<file path="src/rtl/ssr_multi_memory_compare.sv">
// Single-shot-readout drift guard: photon counts in N_MEM rotating memories, memory 0 vs rest.
// Optional margin input port and compare threshold enabled by defining SSR_MARGIN_EN.
module ssr_multi_memory_compare #(
    parameter int N_MEM       = 2,
    parameter int CNT_W       = 24,
    parameter int SYNC_STAGES = 2,
    localparam int IDX_W      = $clog2(N_MEM)
) (
    input  logic             clk,
    input  logic             reset_n,
    input  logic             photon,
    input  logic             swap,
    input  logic             ssr,
    input  logic             readout,
    input  logic             clear,
`ifdef SSR_MARGIN_EN
    input  logic [CNT_W-1:0] margin,
`endif
    output logic             flip,
    output logic             flip_valid,
    output logic [IDX_W-1:0] winner,
    output logic [IDX_W-1:0] cur_mem,
    output logic             busy,
    output logic             overflow
);

    localparam int NIN        = 5;
    localparam int IN_PHOTON  = 0;
    localparam int IN_SWAP    = 1;
    localparam int IN_SSR     = 2;
    localparam int IN_READOUT = 3;
    localparam int IN_CLEAR   = 4;

    typedef enum logic [1:0] {StIdle, StCompare, StDone} state_e;

    logic [NIN-1:0]                  raw;
    logic [NIN-1:0][SYNC_STAGES-1:0] sync_q;
    logic [NIN-1:0]                  prev_q;
    logic [NIN-1:0]                  synced;
    logic [NIN-1:0]                  stb;

    assign raw = {clear, readout, ssr, swap, photon};

    always_comb begin
        for (int i = 0; i < NIN; i++) begin
            synced[i] = sync_q[i][SYNC_STAGES-1];
        end
    end

    assign stb = synced & ~prev_q;

    always_ff @(posedge clk or negedge reset_n) begin
        if (!reset_n) begin
            sync_q <= '0;
            prev_q <= '0;
        end else begin
            for (int i = 0; i < NIN; i++) begin
                sync_q[i] <= {sync_q[i][SYNC_STAGES-2:0], raw[i]};
            end
            prev_q <= synced;
        end
    end

    state_e           state_q, state_d;
    logic [CNT_W-1:0] mem_q [N_MEM];
    logic [CNT_W-1:0] mem_d [N_MEM];
    logic [IDX_W-1:0] idx_q, idx_d;
    logic [CNT_W-1:0] best_q, best_d;
    logic [IDX_W-1:0] best_idx_q, best_idx_d;
    logic             ref_win_q, ref_win_d;
    logic             flip_q, flip_d;
    logic [IDX_W-1:0] winner_q, winner_d;
    logic             flip_valid_q, flip_valid_d;
    logic             overflow_q, overflow_d;
    logic [IDX_W-1:0] cur_mem_q, cur_mem_d;
    logic [CNT_W-1:0] margin_eff;
    logic [CNT_W:0]   cur_ext, ref_ext, thr_ext;

`ifdef SSR_MARGIN_EN
    logic [CNT_W-1:0] margin_q, margin_d;
    assign margin_eff = margin_q;
`else
    assign margin_eff = '0;
`endif

    // One extra bit so mem[i] + margin can never wrap.
    assign cur_ext = {1'b0, mem_q[idx_q]};
    assign ref_ext = {1'b0, mem_q[0]};
    assign thr_ext = cur_ext + {1'b0, margin_eff};

    always_comb begin
        state_d      = state_q;
        mem_d        = mem_q;
        idx_d        = idx_q;
        best_d       = best_q;
        best_idx_d   = best_idx_q;
        ref_win_d    = ref_win_q;
        flip_d       = flip_q;
        winner_d     = winner_q;
        flip_valid_d = 1'b0;
        overflow_d   = overflow_q;
        cur_mem_d    = cur_mem_q;
`ifdef SSR_MARGIN_EN
        margin_d     = margin_q;
`endif
        unique case (state_q)
            StIdle: begin
                if (stb[IN_READOUT]) begin
                    state_d    = StCompare;
                    idx_d      = IDX_W'(1);
                    best_d     = mem_q[0];
                    best_idx_d = '0;
                    ref_win_d  = 1'b1;
`ifdef SSR_MARGIN_EN
                    margin_d   = margin;
`endif
                end
            end
            StCompare: begin
                if (cur_ext > {1'b0, best_q}) begin
                    best_d     = mem_q[idx_q];
                    best_idx_d = idx_q;
                end
                if (!(ref_ext > thr_ext)) begin
                    ref_win_d = 1'b0;
                end
                if (idx_q == IDX_W'(N_MEM - 1)) begin
                    state_d = StDone;
                end else begin
                    idx_d = idx_q + 1'b1;
                end
            end
            StDone: begin
                flip_d       = ref_win_q;
                winner_d     = best_idx_q;
                flip_valid_d = 1'b1;
                state_d      = StIdle;
            end
            default: state_d = StIdle;
        endcase

        // Counts freeze from the readout strobe onward so memory 0 is stable during compare.
        if (state_q == StIdle && stb[IN_PHOTON] && !stb[IN_READOUT] && !stb[IN_SSR]) begin
            if (mem_q[cur_mem_q] == '1) begin
                overflow_d = 1'b1;
            end else begin
                mem_d[cur_mem_q] = mem_q[cur_mem_q] + 1'b1;
            end
        end

        if (stb[IN_SWAP]) begin
            cur_mem_d = (cur_mem_q == IDX_W'(N_MEM - 1)) ? '0 : cur_mem_q + 1'b1;
        end

        if (stb[IN_CLEAR]) begin
            flip_d = 1'b0;
        end

        if (stb[IN_SSR]) begin
            for (int m = 0; m < N_MEM; m++) begin
                mem_d[m] = '0;
            end
            overflow_d = 1'b0;
            cur_mem_d  = IDX_W'(N_MEM - 1);
            if (state_q != StDone) begin
                state_d = StIdle;
            end
        end
    end

    always_ff @(posedge clk or negedge reset_n) begin
        if (!reset_n) begin
            state_q      <= StIdle;
            mem_q        <= '{default: '0};
            idx_q        <= '0;
            best_q       <= '0;
            best_idx_q   <= '0;
            ref_win_q    <= 1'b0;
            flip_q       <= 1'b0;
            winner_q     <= '0;
            flip_valid_q <= 1'b0;
            overflow_q   <= 1'b0;
            cur_mem_q    <= IDX_W'(N_MEM - 1);
`ifdef SSR_MARGIN_EN
            margin_q     <= '0;
`endif
        end else begin
            state_q      <= state_d;
            mem_q        <= mem_d;
            idx_q        <= idx_d;
            best_q       <= best_d;
            best_idx_q   <= best_idx_d;
            ref_win_q    <= ref_win_d;
            flip_q       <= flip_d;
            winner_q     <= winner_d;
            flip_valid_q <= flip_valid_d;
            overflow_q   <= overflow_d;
            cur_mem_q    <= cur_mem_d;
`ifdef SSR_MARGIN_EN
            margin_q     <= margin_d;
`endif
        end
    end

    assign flip       = flip_q;
    assign flip_valid = flip_valid_q;
    assign winner     = winner_q;
    assign cur_mem    = cur_mem_q;
    assign busy       = (state_q == StCompare);
    assign overflow   = overflow_q;

endmodule

</file>
<file path="config.mk">
export PLATFORM = sky130hd
export DESIGN_NAME = ssr_multi_memory_compare
export DESIGN_NICKNAME = d
export VERILOG_FILES = /design/src/rtl/ssr_multi_memory_compare.sv
export SDC_FILE = /design/constraint.sdc
export NUM_CORES = 1
export LEC_CHECK = 0
export BUFFER_PORTS_ARGS = -buffer_cell sky130_fd_sc_hd__buf_2
export CAP_MARGIN = 25
export CELL_PAD_IN_SITES_DETAIL_PLACEMENT = 0
export CELL_PAD_IN_SITES_GLOBAL_PLACEMENT = 1
export CORE_UTILIZATION = 54
export CTS_CLUSTER_DIAMETER = 200
export DETAILED_ROUTE_END_ITERATION = 16
export PLACE_DENSITY = 0.9
export SETUP_SLACK_MARGIN = 0.5
export SLEW_MARGIN = 20
export SYNTH_ARGS = -nofsm -noshare
export SYNTH_HDL_FRONTEND = slang
export SYNTH_SLANG_ARGS = --single-unit
</file>
<file path="constraint.sdc">
create_clock -name clk -period 6.2 [get_ports clk]
set_input_delay 0.93 -clock clk [delete_from_list [all_inputs] [get_ports clk]]
set_output_delay 0.93 -clock clk [all_outputs]
set_load 0.01 [all_outputs]
</file>
==> results by group <==
Clocking
  • Clock Latency Late Sink: 0.35 ns
  • TritonCTS clock tree: built
  • CTS max path bufs: 2
  • CTS Buf Count: 9
  • CTS root buf: clkbuf_16
  • Post CTS Setup Buffer Count: 0
  • Htree depth: 3
  • Clock-pin slew on the worst setup and hold paths: 0.07 ns
  • CTS resizes: 0
  • CTS Hold Bufs: 0
  • Clock sink count: 97

Finish
  • N_diodes: 0
  • Share of layout cells above drive strength 1: 8.39%
  • Layout area overhead: 7.37%
  • Final nets: 683

Logic synthesis
  • Seq/Total Area, Yosys: 39.6%
  • Gate Count Post-Synth: 625
  • Syn. warnings: 0
  • Synth Area per Inst: 9.80 um^2
  • Post-Synthesis Net Count: 681
  • Synth unique cells: 51
  • Most used DFF post-synth: dfrtp_1
  • Post-synth EDFFs: 0
  • Fraction of registers with async set/reset: 100%
  • Mapped Area: 6130 um^2
  • Seq cells post-synth: 97

STA
  • Fin. max-slew vios: 0
  • FMAX: 268 MHz
  • Worst Tran Pin Value: 1.06 ns
  • Fin crit period: 3.73 ns
  • Fin crit share: 60.2%
  • Unrepaired setup endpoints after global routing: false
  • Worst clock skew: 0.00689 ns
  • Setup ws final: 2.47 ns
  • Relative slew slack: 29.2%
  • Hold WS: 0.348 ns
  • Fin. Hold Viols: 0
  • Setup TNS: 0 ns
  • Final setup viols: 0

Status
  • Status: completed

Setup path
  • Reg-to-Reg End: best_q[0]$_DFFE_PN0P_
  • CP top delay family: simple AND/OR/NAND/NOR gates
  • Startpoint Class: flop
  • Buf+Inv Stages, Crit Path: 3
  • Critical path origin: idx_q$_DFFE_PN0P_
  • Worst r2r src: idx_q$_DFFE_PN0P_
  • CP Class: flop to flop
  • Critical Path Sink Type: flop
  • CP arrival: 3.98 ns
  • Max Fanout on Critical Path: 28
  • R2R Setup Slk: 2.47 ns
  • Worst EP required: 6.44 ns
  • CP cell instances: buf_4 > mux2i_1 > inv_1 > ha_1 > nand4_1 > nor3_1 > nand4_1 > a21oi_1 > o21ai_0 > nand2_1 > buf_4 > mux2_2
  • CP max-delay cell: nand2_1
  • Crit-path max cell delay: 0.49 ns
  • R2R depth: 12

Floorplanning
  • I/O Pins: 13
  • Full die area: 11800 um^2
  • DIE WIDTH: 109 um
  • DIE HEIGHT: 109 um
  • Num rows: 38
  • Core Area: 10900 um^2
  • Initial core utilization: 56.0%

GRT
  • GRT Util Overall: 25.6%
  • Vias in the first global route: 4378
  • Remaining Overflow, GRT: 0
  • Initial antenna violation count: 0
  • Global-route wire length before repair: 22800 um
  • Pin count of the biggest net entering global routing: 52

Drt
  • DRC Markers: 0
  • DRT Pass-1 Iters: 4
  • Final ANT Viol Nets: 0
  • Iter 0 DRT Violations: 337
  • Via density: 5.87
  • Final wirelength: 13800 um
  • Avg WL per Cell: 17.8 um
  • Routed vias: 4530

Pwr
  • P_sw: 398 uW
  • Part of the power in registers: 47.6%
  • Sw Share: 27.0%
  • Maximum vdd ir drop: 167 uV
  • Pleak: 0.00342 uW
  • Clock power share: 38.7%
  • Overall Power: 1470 uW
  • Internal: 1080 uW
  • Pwr per Cell Area: 224 nW/um^2
  • Combinational share of power: 13.7%

Placed design
  • DP HPWL: 10100 um
  • RD Place Congestion: 0.929
  • Setup WS pre-CTS: 2.53 ns
  • I/O Buffers: 12

Hold path
  • Hold endpoint: sync_q[9]$_DFF_PN0_
  • Hold Path Class: flop to flop
  • Hold Path Stages: 0
  • Hold Crit Start: sync_q[8]$_DFF_PN0_

Run
  • Max_cap viols: 0
## cell families after synthesis
logic type / after synthesis / synth area share (%)
AOI/OAI and AO/OA: 92 / 9.54
xor gates and xnor gates: 29 / 4.15
adders and majority gates: 49 / 10.0
buffers and inverters: 79 / 5.88
DFF: 97 / 39.6
muxes: 97 / 16.2
and+or+nand+nor: 182 / 14.6
## cell type report
type / instances / area (um^2)
clock buffers: 10 / 239
multi-input cells: 449 / 3350
inverters: 52 / 195
clock inverters: 6 / 67.6
repair buffers: 18 / 128
well taps: 140 / 175
fillers: 922 / 4360
flip-flops and latches: 97 / 2430
## per-layer routing
metal / vias to the layer above / global-route usage, % / wire [um]
met3: 19 / 3.50 / 482
met4: 0 / 11.1 / 316
met1: 2229 / 37.4 / 6850
met2: 88 / 37.9 / 6110
met5: - / 0 / 0
li1: 2194 / - / -
## synth_stat cells (all sizes together) (3+ instances only)
master | number | area (um^2)
a211oi | 8 | 65.1
a21oi | 41 | 213
buf | 16 | 124
nor2 | 45 | 169
mux2 | 6 | 67.6
a31oi | 4 | 37.5
nand4b | 4 | 35.0
o211ai | 3 | 22.5
dfrtp | 96 | 2400
ha | 49 | 613
xnor2 | 13 | 114
xor2 | 16 | 140
clkbuf | 11 | 41.3
nand2 | 49 | 184
nor3 | 4 | 20.0
nor2b | 10 | 62.6
nand2b | 7 | 43.8
nand3 | 27 | 135
or3 | 6 | 37.5
mux2i | 91 | 927
nand4 | 17 | 106
o21ai | 17 | 85.1
nand3b | 3 | 22.5
inv | 52 | 195
a21o | 6 | 45.0
## placed cells by master (no fill, tap or decap), drive strengths merged, types with 3 or more instances in the layout
cell type  count
a211oi         8
a21o           6
a21oi         41
a31oi          4
buf           18
clkbuf        10
clkinv         3
dfrtp         96
ha            49
inv           52
mux2           6
mux2i         91
nand2         49
nand2b         7
nand3         27
nand3b         3
nand4         17
nand4b         4
nor2          45
nor2b         10
nor3           4
o211ai         3
o21ai         17
or3            6
xnor2         13
xor2          16
## per-stage QoR
step	cells	cell area, um^2	utilization, %
2_1_floorplan	625	6130	-
3_3_place_gp	755	6240	57.1
3_5_place_dp	755	6240	57.1
4_1_cts	771	6550	59.9
5_1_grt	772	6580	60.2
6_report	772	6580	60.2
## power by group through the flow
stage / clock network [uW] / logic [uW] / registers (uW)
after global routing: 606 / 222 / 706
final: 570 / 202 / 702
after floorplan: 0 / 175 / 686
after CTS: 578 / 199 / 701
after detailed placement: 0 / 198 / 712
after global placement: 0 / 192 / 711
## state kept, by name, summed over array words and instances, names as in the netlist, 2 cells and up
name     count
sync_q      10
prev_q       5
mem_q       48
state_q      2
best_q      24
## how the worst max path moves through the flow
stage	to	cells after the start	slack [ns]
after detailed placement	mem_q[22]$_DFFE_PN0P_	9	2.53
after floorplan	best_q[10]$_DFFE_PN0P_	13	2.93
final	best_q[0]$_DFFE_PN0P_	12	2.47
after global routing	best_q[0]$_DFFE_PN0P_	12	2.23
after global placement	mem_q[34]$_DFFE_PN0P_	8	2.67
after CTS	best_q[0]$_DFFE_PN0P_	12	2.50
No activity file was read; power rests on OpenSTA's default activity.
